==> src/rtl/avmm_row_loader.sv <==
//==============================================================================
// avmm_row_loader : reads NUM_ROWS+1 64-bit words over Avalon-MM and streams
// their bytes MSB-first into the A FIFOs (one word each) and the B FIFO.
// Optional macro ROW_LOADER_PERF_CNT_EN adds a saturating busy-cycle counter.
// Revision: 1.0
//==============================================================================
`default_nettype none

module avmm_row_loader #(
  parameter int          DATA_WIDTH = 8,
  parameter int          NUM_ROWS   = 8,
  parameter logic [31:0] BASE_ADDR  = 32'h0
) (
  input  logic                  clk,
  input  logic                  rst,
  input  logic                  start,
  output logic                  busy,
  output logic                  done,
  output logic [31:0]           avm_address,
  output logic                  avm_read,
  input  logic [63:0]           avm_readdata,
  input  logic                  avm_readdatavalid,
  input  logic                  avm_waitrequest,
  output logic [NUM_ROWS-1:0]   fifo_a_wren,
  output logic                  fifo_b_wren,
  output logic [DATA_WIDTH-1:0] fifo_wrdata,
  input  logic [NUM_ROWS-1:0]   fifo_a_full,
  input  logic                  fifo_b_full,
  output logic [15:0]           perf_cycles
);

  localparam int                   c_word_bits = $clog2(NUM_ROWS + 1);
  localparam logic [c_word_bits-1:0] c_last_word = c_word_bits'(NUM_ROWS);

  typedef enum logic [2:0] {IDLE, FETCH, WAIT, WRITE, DONE} state_t;

  state_t                 r_state, w_state_nxt;
  logic [c_word_bits-1:0] r_word, w_word_nxt;
  logic [2:0]             r_byte, w_byte_nxt, w_byte_inc;
  logic [63:0]            r_hold, w_hold_nxt;
  logic [DATA_WIDTH-1:0]  w_wrdata_nxt;
  logic [NUM_ROWS-1:0]    w_a_sel;
  logic [5:0]             w_shift;
  logic                   w_read_nxt, w_issue, w_to_b, w_tgt_full, w_wrote;

  always_comb begin
    w_a_sel = '0;
    for (int i = 0; i < NUM_ROWS; i++)
      if (r_word == c_word_bits'(i)) w_a_sel[i] = 1'b1;
  end

  assign w_to_b     = (r_word == c_last_word);
  assign w_tgt_full = w_to_b ? fifo_b_full : |(fifo_a_full & w_a_sel);
  assign w_wrote    = (|fifo_a_wren) | fifo_b_wren;
  assign w_byte_inc = r_byte + 3'd1;
  // Bit offset of the next byte, counting down from the MSB byte.
  assign w_shift    = {~w_byte_inc, 3'b000};

  // The write-enable register shows whether the byte now on fifo_wrdata is
  // being written this cycle; r_byte only advances once that has happened.
  always_comb begin
    w_state_nxt  = r_state;
    w_word_nxt   = r_word;
    w_byte_nxt   = r_byte;
    w_hold_nxt   = r_hold;
    w_wrdata_nxt = fifo_wrdata;
    w_read_nxt   = 1'b0;
    w_issue      = 1'b0;
    case (r_state)
      IDLE, DONE: begin
        if (start) begin
          w_state_nxt = FETCH;
          w_word_nxt  = '0;
          w_read_nxt  = 1'b1;
        end
      end
      FETCH: begin
        if (avm_waitrequest) w_read_nxt = 1'b1;
        else                 w_state_nxt = WAIT;
      end
      WAIT: begin
        if (avm_readdatavalid) begin
          w_state_nxt  = WRITE;
          w_hold_nxt   = avm_readdata;
          w_byte_nxt   = '0;
          w_wrdata_nxt = DATA_WIDTH'(avm_readdata[63:56]);
          w_issue      = !w_tgt_full;
        end
      end
      WRITE: begin
        if (!w_wrote) begin
          w_issue = !w_tgt_full;
        end else if (r_byte == 3'd7) begin
          if (w_to_b) begin
            w_state_nxt = DONE;
          end else begin
            w_state_nxt = FETCH;
            w_word_nxt  = r_word + c_word_bits'(1);
            w_read_nxt  = 1'b1;
          end
        end else begin
          w_byte_nxt   = w_byte_inc;
          w_wrdata_nxt = DATA_WIDTH'(r_hold[w_shift +: 8]);
          w_issue      = !w_tgt_full;
        end
      end
      default: w_state_nxt = IDLE;
    endcase
  end

  always_ff @(posedge clk or posedge rst) begin
    if (rst) begin
      r_state     <= IDLE;
      r_word      <= '0;
      r_byte      <= '0;
      r_hold      <= '0;
      avm_read    <= 1'b0;
      avm_address <= BASE_ADDR;
      fifo_a_wren <= '0;
      fifo_b_wren <= 1'b0;
      fifo_wrdata <= '0;
      busy        <= 1'b0;
      done        <= 1'b0;
    end else begin
      r_state     <= w_state_nxt;
      r_word      <= w_word_nxt;
      r_byte      <= w_byte_nxt;
      r_hold      <= w_hold_nxt;
      avm_read    <= w_read_nxt;
      avm_address <= BASE_ADDR + 32'(w_word_nxt);
      fifo_a_wren <= (w_issue && !w_to_b) ? w_a_sel : '0;
      fifo_b_wren <= w_issue && w_to_b;
      fifo_wrdata <= w_wrdata_nxt;
      busy        <= (w_state_nxt == FETCH) || (w_state_nxt == WAIT) || (w_state_nxt == WRITE);
      done        <= (w_state_nxt == DONE);
    end
  end

`ifdef ROW_LOADER_PERF_CNT_EN
  logic        w_start_ok;
  logic [15:0] r_perf;

  assign w_start_ok = start && ((r_state == IDLE) || (r_state == DONE));

  always_ff @(posedge clk or posedge rst) begin
    if (rst)                              r_perf <= '0;
    else if (w_start_ok)                  r_perf <= '0;
    else if (busy && r_perf != 16'hFFFF)  r_perf <= r_perf + 16'd1;
  end

  assign perf_cycles = r_perf;
`else
  assign perf_cycles = 16'h0000;
`endif

endmodule

`default_nettype wire

==> config.mk <==
export PLATFORM = sky130hd
export DESIGN_NAME = avmm_row_loader
export DESIGN_NICKNAME = d
export VERILOG_FILES = /design/src/rtl/avmm_row_loader.sv
export SDC_FILE = /design/constraint.sdc
export NUM_CORES = 1
export LEC_CHECK = 0
export ABC_CLOCK_PERIOD_IN_PS = 3500
export BUFFER_PORTS_ARGS = -buffer_cell sky130_fd_sc_hd__buf_2
export CAP_MARGIN = 10
export CORE_AREA = 3 3 102 104
export DETAILED_ROUTE_END_ITERATION = 10
export DIE_AREA = 0 0 105 107
export PLACE_DENSITY = 0.74
export SYNTH_ARGS = -nofsm -noshare
export SYNTH_HDL_FRONTEND = slang
export SYNTH_SLANG_ARGS = --single-unit
==> constraint.sdc <==
create_clock -name clk -period 3.5 [get_ports clk]
set_input_delay 0.7 -clock clk [delete_from_list [all_inputs] [get_ports clk]]
set_output_delay 0.7 -clock clk [all_outputs]
set_load 0.03 [all_outputs]
==> impl_metrics.ini, run 1 <==
[outcome]
status = completed

[cells_and_area]
final_nets = 538
final_layout_size_suffix_gt1_share_pct = 41.8
insertedDiodeCount = 0
layout-area-overhead-vs-synth_pct = 12.9
finalNonFillerCells = 592

[timing]
setup_viol = 0
min_period_over_period_pct = 74.9
fmax_mhz = 381
relSlewSlack_pct = 47.6
drv_slew = 0
finClkSkew_ns = 0.00814
fin_setup_tns_ns = 0
worstMarginPinSlew_ns = 0.786
hold_viol = 0
rsz0062_at_grt = no
fin_crit_ns = 2.62
setup_ws_ns = 0.877

[power_and_ir_drop]
power_density_mw_per_mm2 = 932
power_frac_seq_pct = 37.7
power.internal_uw = 3070
p_sw_uw = 1960
p_clk_share_pct = 13.0
ir_worst_vdd_mv = 0.403
comb_power_share_pct = 49.4
leakage_uw = 0.00256
switching_share_pct = 39.0

[cts]
cts_buffers = 9
clock_path_buffers = 2
clk_transition_reported_paths_ns = 0.09
clock_sinks = 94
clock-root-buffer = clkbuf_8
htree_levels = 3
post_cts_buffers = 0
cts_tree = yes
cts_hold_buf = 0
cts_resized = 0
clk_latency_ns = 0.35

[synthesis]
synth-main-ff-cell = dfrtp_1
synth_area_leader_cell = dfrtp_1
synth_area_leaders = dfrtp_1 49%, mux2_2 8.0%, mux4_2 7.5%
ys_ff_latch = 94
synth_cells = 357
netlist_area_mm2 = 0.00478
synth_edf_count = 0
synth_warnings = 0
synth.avg_cell_area_um2 = 13.4
synth_sequential_area_ratio_pct = 49.2
synth.distinct_cells = 49
yosysTopAreaCellShare_pct = 49.2
ys_async_sr_fraction_pct = 100

[floorplanning]
die_x_um = 105
ios = 146
core_mm2 = 0.00964
rows = 36
die-area_mm2 = 0.0112
initial_core_util_pct = 49.6
chipHeight_um = 107

[placed_design]
dpl.hpwl_mm = 6.89
dp.cells = 576
place_congestion = 0.879
dp_slack_ns = 0.869
port_buffers = 101

[grt]
met1_usage_pct = 23.1
grt_first_pass_wirelength_mm = 15.5
antenna_found_initial = 1
grt_usage_pct = 17.4
grt_max_degree = 64
grt_overflow = 0
grt_pass1_vias = 3076
grtUsageMet3_pct = 5.00
gr-max-usage-layer = met2
grt_use_met2_pct = 27.8

[routing]
drt_first_pass_iters = 6
postRouteAntennaNets = 0
drtIter0Drc = 149
viasPerCell = 5.08
routed_wl_mm = 9.30
drc_errors = 0
via_count = 3005
wl_per_cell_um = 15.7

[setup_path]
critPathCaptureType = flop
start_kind = flop
critPathKind = flop to flop
cp.required_ns = 3.74
crit_arrival_ns = 2.87
path_max_fanout = 18

[worst_hold_path]
hold_path.class = input pin to asynchronous set/reset pin

[run]
max_cap_violations = 0
-- cells in the mapped netlist, types with 2 or more instances --
cell type	count
a21oi_1	12
a221oi_2	8
a22o_1	2
and2b_4	2
and3_1	9
buf_2	15
buf_4	45
buf_6	3
dfrtp_1	94
ha_1	6
inv_1	7
mux2_1	31
mux2_2	34
mux2i_1	11
mux4_2	16
nand2_1	10
nand2b_1	2
nand3_1	2
nand3b_1	2
nor2_1	11
nor2b_1	3
nor3_1	2
o21ai_0	2
o21ai_2	2
o41ai_1	2
-- per-stage QoR --
stage	total power, uW	hold WS [ns]	util (%)	cell area [um2]
CTS	5080	0.475	56.0	5400
floorplan	3960	0.452	-	4940
detailed placement	4420	0.470	54.2	5220
finish	5030	0.458	56.0	5400
global route	5390	0.502	56.0	5400
global placement	4340	0.463	54.2	5220
-- cell type report --
| class | instances | area, um2 |
|---|---|---|
| fill | 833 | 4240 |
| inverter | 7 | 28.8 |
| clock inverter | 4 | 32.5 |
| multi-input combinational | 235 | 2120 |
| clock buffer | 12 | 145 |
| sequential | 94 | 2350 |
| timing repair buffer | 107 | 551 |
| tap | 133 | 166 |
-- cells in the final DEF, fill, tap and decap left out, types with 3 or more instances in the layout --
cell type / count
mux4_2: 16
nor2b_1: 3
buf_2: 101
inv_1: 6
buf_4: 6
mux2_2: 34
mux2i_1: 11
nor2_1: 11
ha_1: 6
mux2_1: 31
dfrtp_1: 94
conb_1: 44
and3_1: 9
nand2_1: 10
a221oi_2: 8
a21oi_1: 12
clkbuf_8: 10
-- state kept, by name, summed over array words and instances, names as in the netlist --
| signal | cells |
|---|---|
| fifo_a_wren | 8 |
| avm_address | 4 |
| r_hold | 64 |
| busy | 1 |
| avm_read | 1 |
| done | 1 |
| fifo_wrdata | 8 |
| fifo_b_wren | 1 |
| r_byte | 3 |
| r_state | 3 |
-- worst paths after layout --
check                            from     endpoint  slack, ns  depth (start not counted)
max                         r_byte[0]    r_byte[0]       0.88                          6
min                               rst  fifo_b_wren       0.46                          2
max reg2reg                 r_byte[0]    r_byte[0]       0.88                          6
min reg2reg                r_hold[12]   r_hold[12]       0.49                          1
max in group asynchronous         rst   r_hold[53]       2.30                          3
min in group clk           r_hold[12]   r_hold[12]       0.49                          1
-- power by group through the flow --
stage,Clock (uW),Sequential [uW],Combinational (uW)
floorplan,0,1950,2020
global placement,0,1900,2450
detailed placement,0,1920,2510
CTS,670,1890,2520
global route,712,1960,2720
finish,653,1890,2480
-- routing by layer --
metal  wire (um)  vias up
met5          13        -
met4          85        2
met3         665        8
met2        4560      101
met1        3980     1497
li1            -     1397
-- cell families (layout without fill, tap and decap cells) --
group | after synthesis | in the layout | share of synthesized area [%]
AND/OR/NAND/NOR | 51 | 51 | 6.31
AO/OA/AOI/OAI | 41 | 41 | 7.43
multiplexers | 93 | 93 | 25.5
other | 1 | 44 | 0.0784
adder cells (fa/ha/maj) | 6 | 6 | 1.57
buffers and inverters | 71 | 130 | 9.97
flip-flops | 94 | 94 | 49.2
-- worst max-delay path, stage by stage, from the launching register on --
cell     delay [ns]
dfrtp_1        0.59
ha_1           0.31
ha_1           0.24
and2b_4        0.27
o21a_1         0.59
nand2_1        0.20
mux2_2         0.31
Note: power is estimated with default switching activity, not from simulation.
==> inputs of run 2 (changes only) <==
Settings changed: ABC_CLOCK_PERIOD_IN_PS 3500 to 2550.
Clock period 3.5 ns to 2.55 ns, I/O delays scaled along.
==> impl_metrics.ini, run 2 (synthesis gave the netlist of run 1 again) <==
[routing]
routed_wl_mm = 9.35
drt_first_pass_iters = 4
postRouteAntennaNets = 0
via_count = 3036
viasPerCell = 5.09
drtIter0Drc = 174
drc_errors = 0
wl_per_cell_um = 15.7

[cts]
cts_tree = yes
cts_hold_buf = 0
cts_resized = 0
post_cts_buffers = 0
cts_buffers = 9
clock_path_buffers = 2
htree_levels = 3
clock_sinks = 94
clock-root-buffer = clkbuf_8
clk_transition_reported_paths_ns = 0.09
clk_latency_ns = 0.36

[cells_and_area]
largestRegisters = r_hold x64, fifo_a_wren x8, fifo_wrdata x8
layout-area-overhead-vs-synth_pct = 14.5
postLayoutCellArea_mm2 = 0.00548
final_util_pct = 56.8
final_common_cell = buf_2
final_nets = 543
n_fill_cell = 819
most-common-layout-cells = 101 x buf_2, 94 x dfrtp_1, 44 x conb_1
insertedDiodeCount = 0
top_register = r_hold
final_layout_size_suffix_gt1_share_pct = 42.9
largest_reg_flops = 64

[setup_path]
critPathKind = flop to flop
reg2regPathDepth = 4
r2r_slack_ns = 0.53
start_kind = flop
r2r_start = r_byte[1]
cp.required_ns = 2.78
crit_arrival_ns = 2.26
path_max_fanout = 10
r2r_end = fifo_wrdata[2]
critPathCaptureType = flop

[timing]
rsz0062_at_grt = no
fin_setup_tns_ns = 0
fin_crit_ns = 2.02
finClkSkew_ns = 0.00992
hold_viol = 0
worstMarginPinSlew_ns = 0.568
min_period_over_period_pct = 79.3
fmax_mhz = 495
setup_viol = 0
setup_ws_ns = 0.529
relSlewSlack_pct = 62.1
drv_slew = 0

[placed_design]
dpl.hpwl_mm = 6.86
dp_slack_ns = 0.519
placed_area_mm2 = 0.00529
port_buffers = 101
place_congestion = 0.843

[power_and_ir_drop]
power_density_mw_per_mm2 = 1300
ir_worst_vdd_mv = 0.562
leakage_uw = 0.00259

[floorplanning]
die_x_um = 105
ios = 146
initial_core_util_pct = 49.6
rows = 36
chipHeight_um = 107
die-area_mm2 = 0.0112
core_mm2 = 0.00964

[grt]
grt_pass1_vias = 3111
grtUsageMet3_pct = 5.00
grt_use_met2_pct = 27.7
gr-max-usage-layer = met2
met1_usage_pct = 23.7
antenna_found_initial = 0
grt_first_pass_wirelength_mm = 15.5
grt_max_degree = 95
grt_usage_pct = 17.3
grt_overflow = 0

[run]
max_cap_violations = 0

[worst_hold_path]
hold_path.class = input pin to asynchronous set/reset pin

[outcome]
status = completed
[run 2: changes by cell type in the layout (fill, tap and decap cells not counted)]
cell,before,now
buf_12,0,2
buf_4,6,9
clkbuf_1,2,0
clkinv_4,2,1
clkinvlp_4,2,3
inv_4,1,0
inv_6,0,2
inv_8,0,1
[run 2: worst max path at each step]
stage | to | cells past startpoint | slack, ns | from
after global routing | fifo_wrdata[0] | 5 | 0.38 | r_byte[0]
after global placement | fifo_wrdata[2] | 6 | 0.61 | r_byte[0]
after detailed placement | fifo_wrdata[2] | 4 | 0.52 | r_byte[0]
after CTS | fifo_wrdata[2] | 4 | 0.49 | r_byte[0]
final | fifo_wrdata[2] | 4 | 0.53 | r_byte[1]
after floorplan | fifo_wrdata[0] | 7 | 0.46 | r_byte[0]
[run 2: final cells by class]
type / instances / area [um2] / share of cell area [%]
Multi-Input combinational cell: 235 / 2120 / 38.8
Timing Repair Buffer: 112 / 613 / 11.2
Sequential cell: 94 / 2350 / 43.0
Inverter: 7 / 30.0 / 0.548
Clock buffer: 10 / 138 / 2.51
Tap cell: 133 / 166 / 3.04
Clock inverter: 6 / 52.6 / 0.960
[run 2: power by group]
group | internal (uW) | total [uW] | switching [uW]
logic | 1740 | 3580 | 1840
clock network | 397 | 943 | 546
registers | 2170 | 2570 | 408
[run 2: routing by layer]
layer / share of wire, % / up-vias
met5: 0 / -
met4: 0.97 / 0
met3: 7.5 / 10
met2: 48 / 118
met1: 44 / 1505
li1: - / 1403
[run 2: per-stage QoR]
stage | std cells | power [uW] | hold WS (ns)
after floorplan | 400 | 5440 | 0.452
after global placement | 581 | 6080 | 0.464
after detailed placement | 581 | 6220 | 0.475
after CTS | 597 | 7170 | 0.303
after global routing | 597 | 7600 | 0.315
final | 597 | 7100 | 0.265
[run 2: worst max-delay path, cell delays in order, from the launching register on]
cell	delay [ns]
dfrtp_1	0.40
ha_1	0.65
mux4_2	0.58
mux2i_1	0.19
a221oi_2	0.08
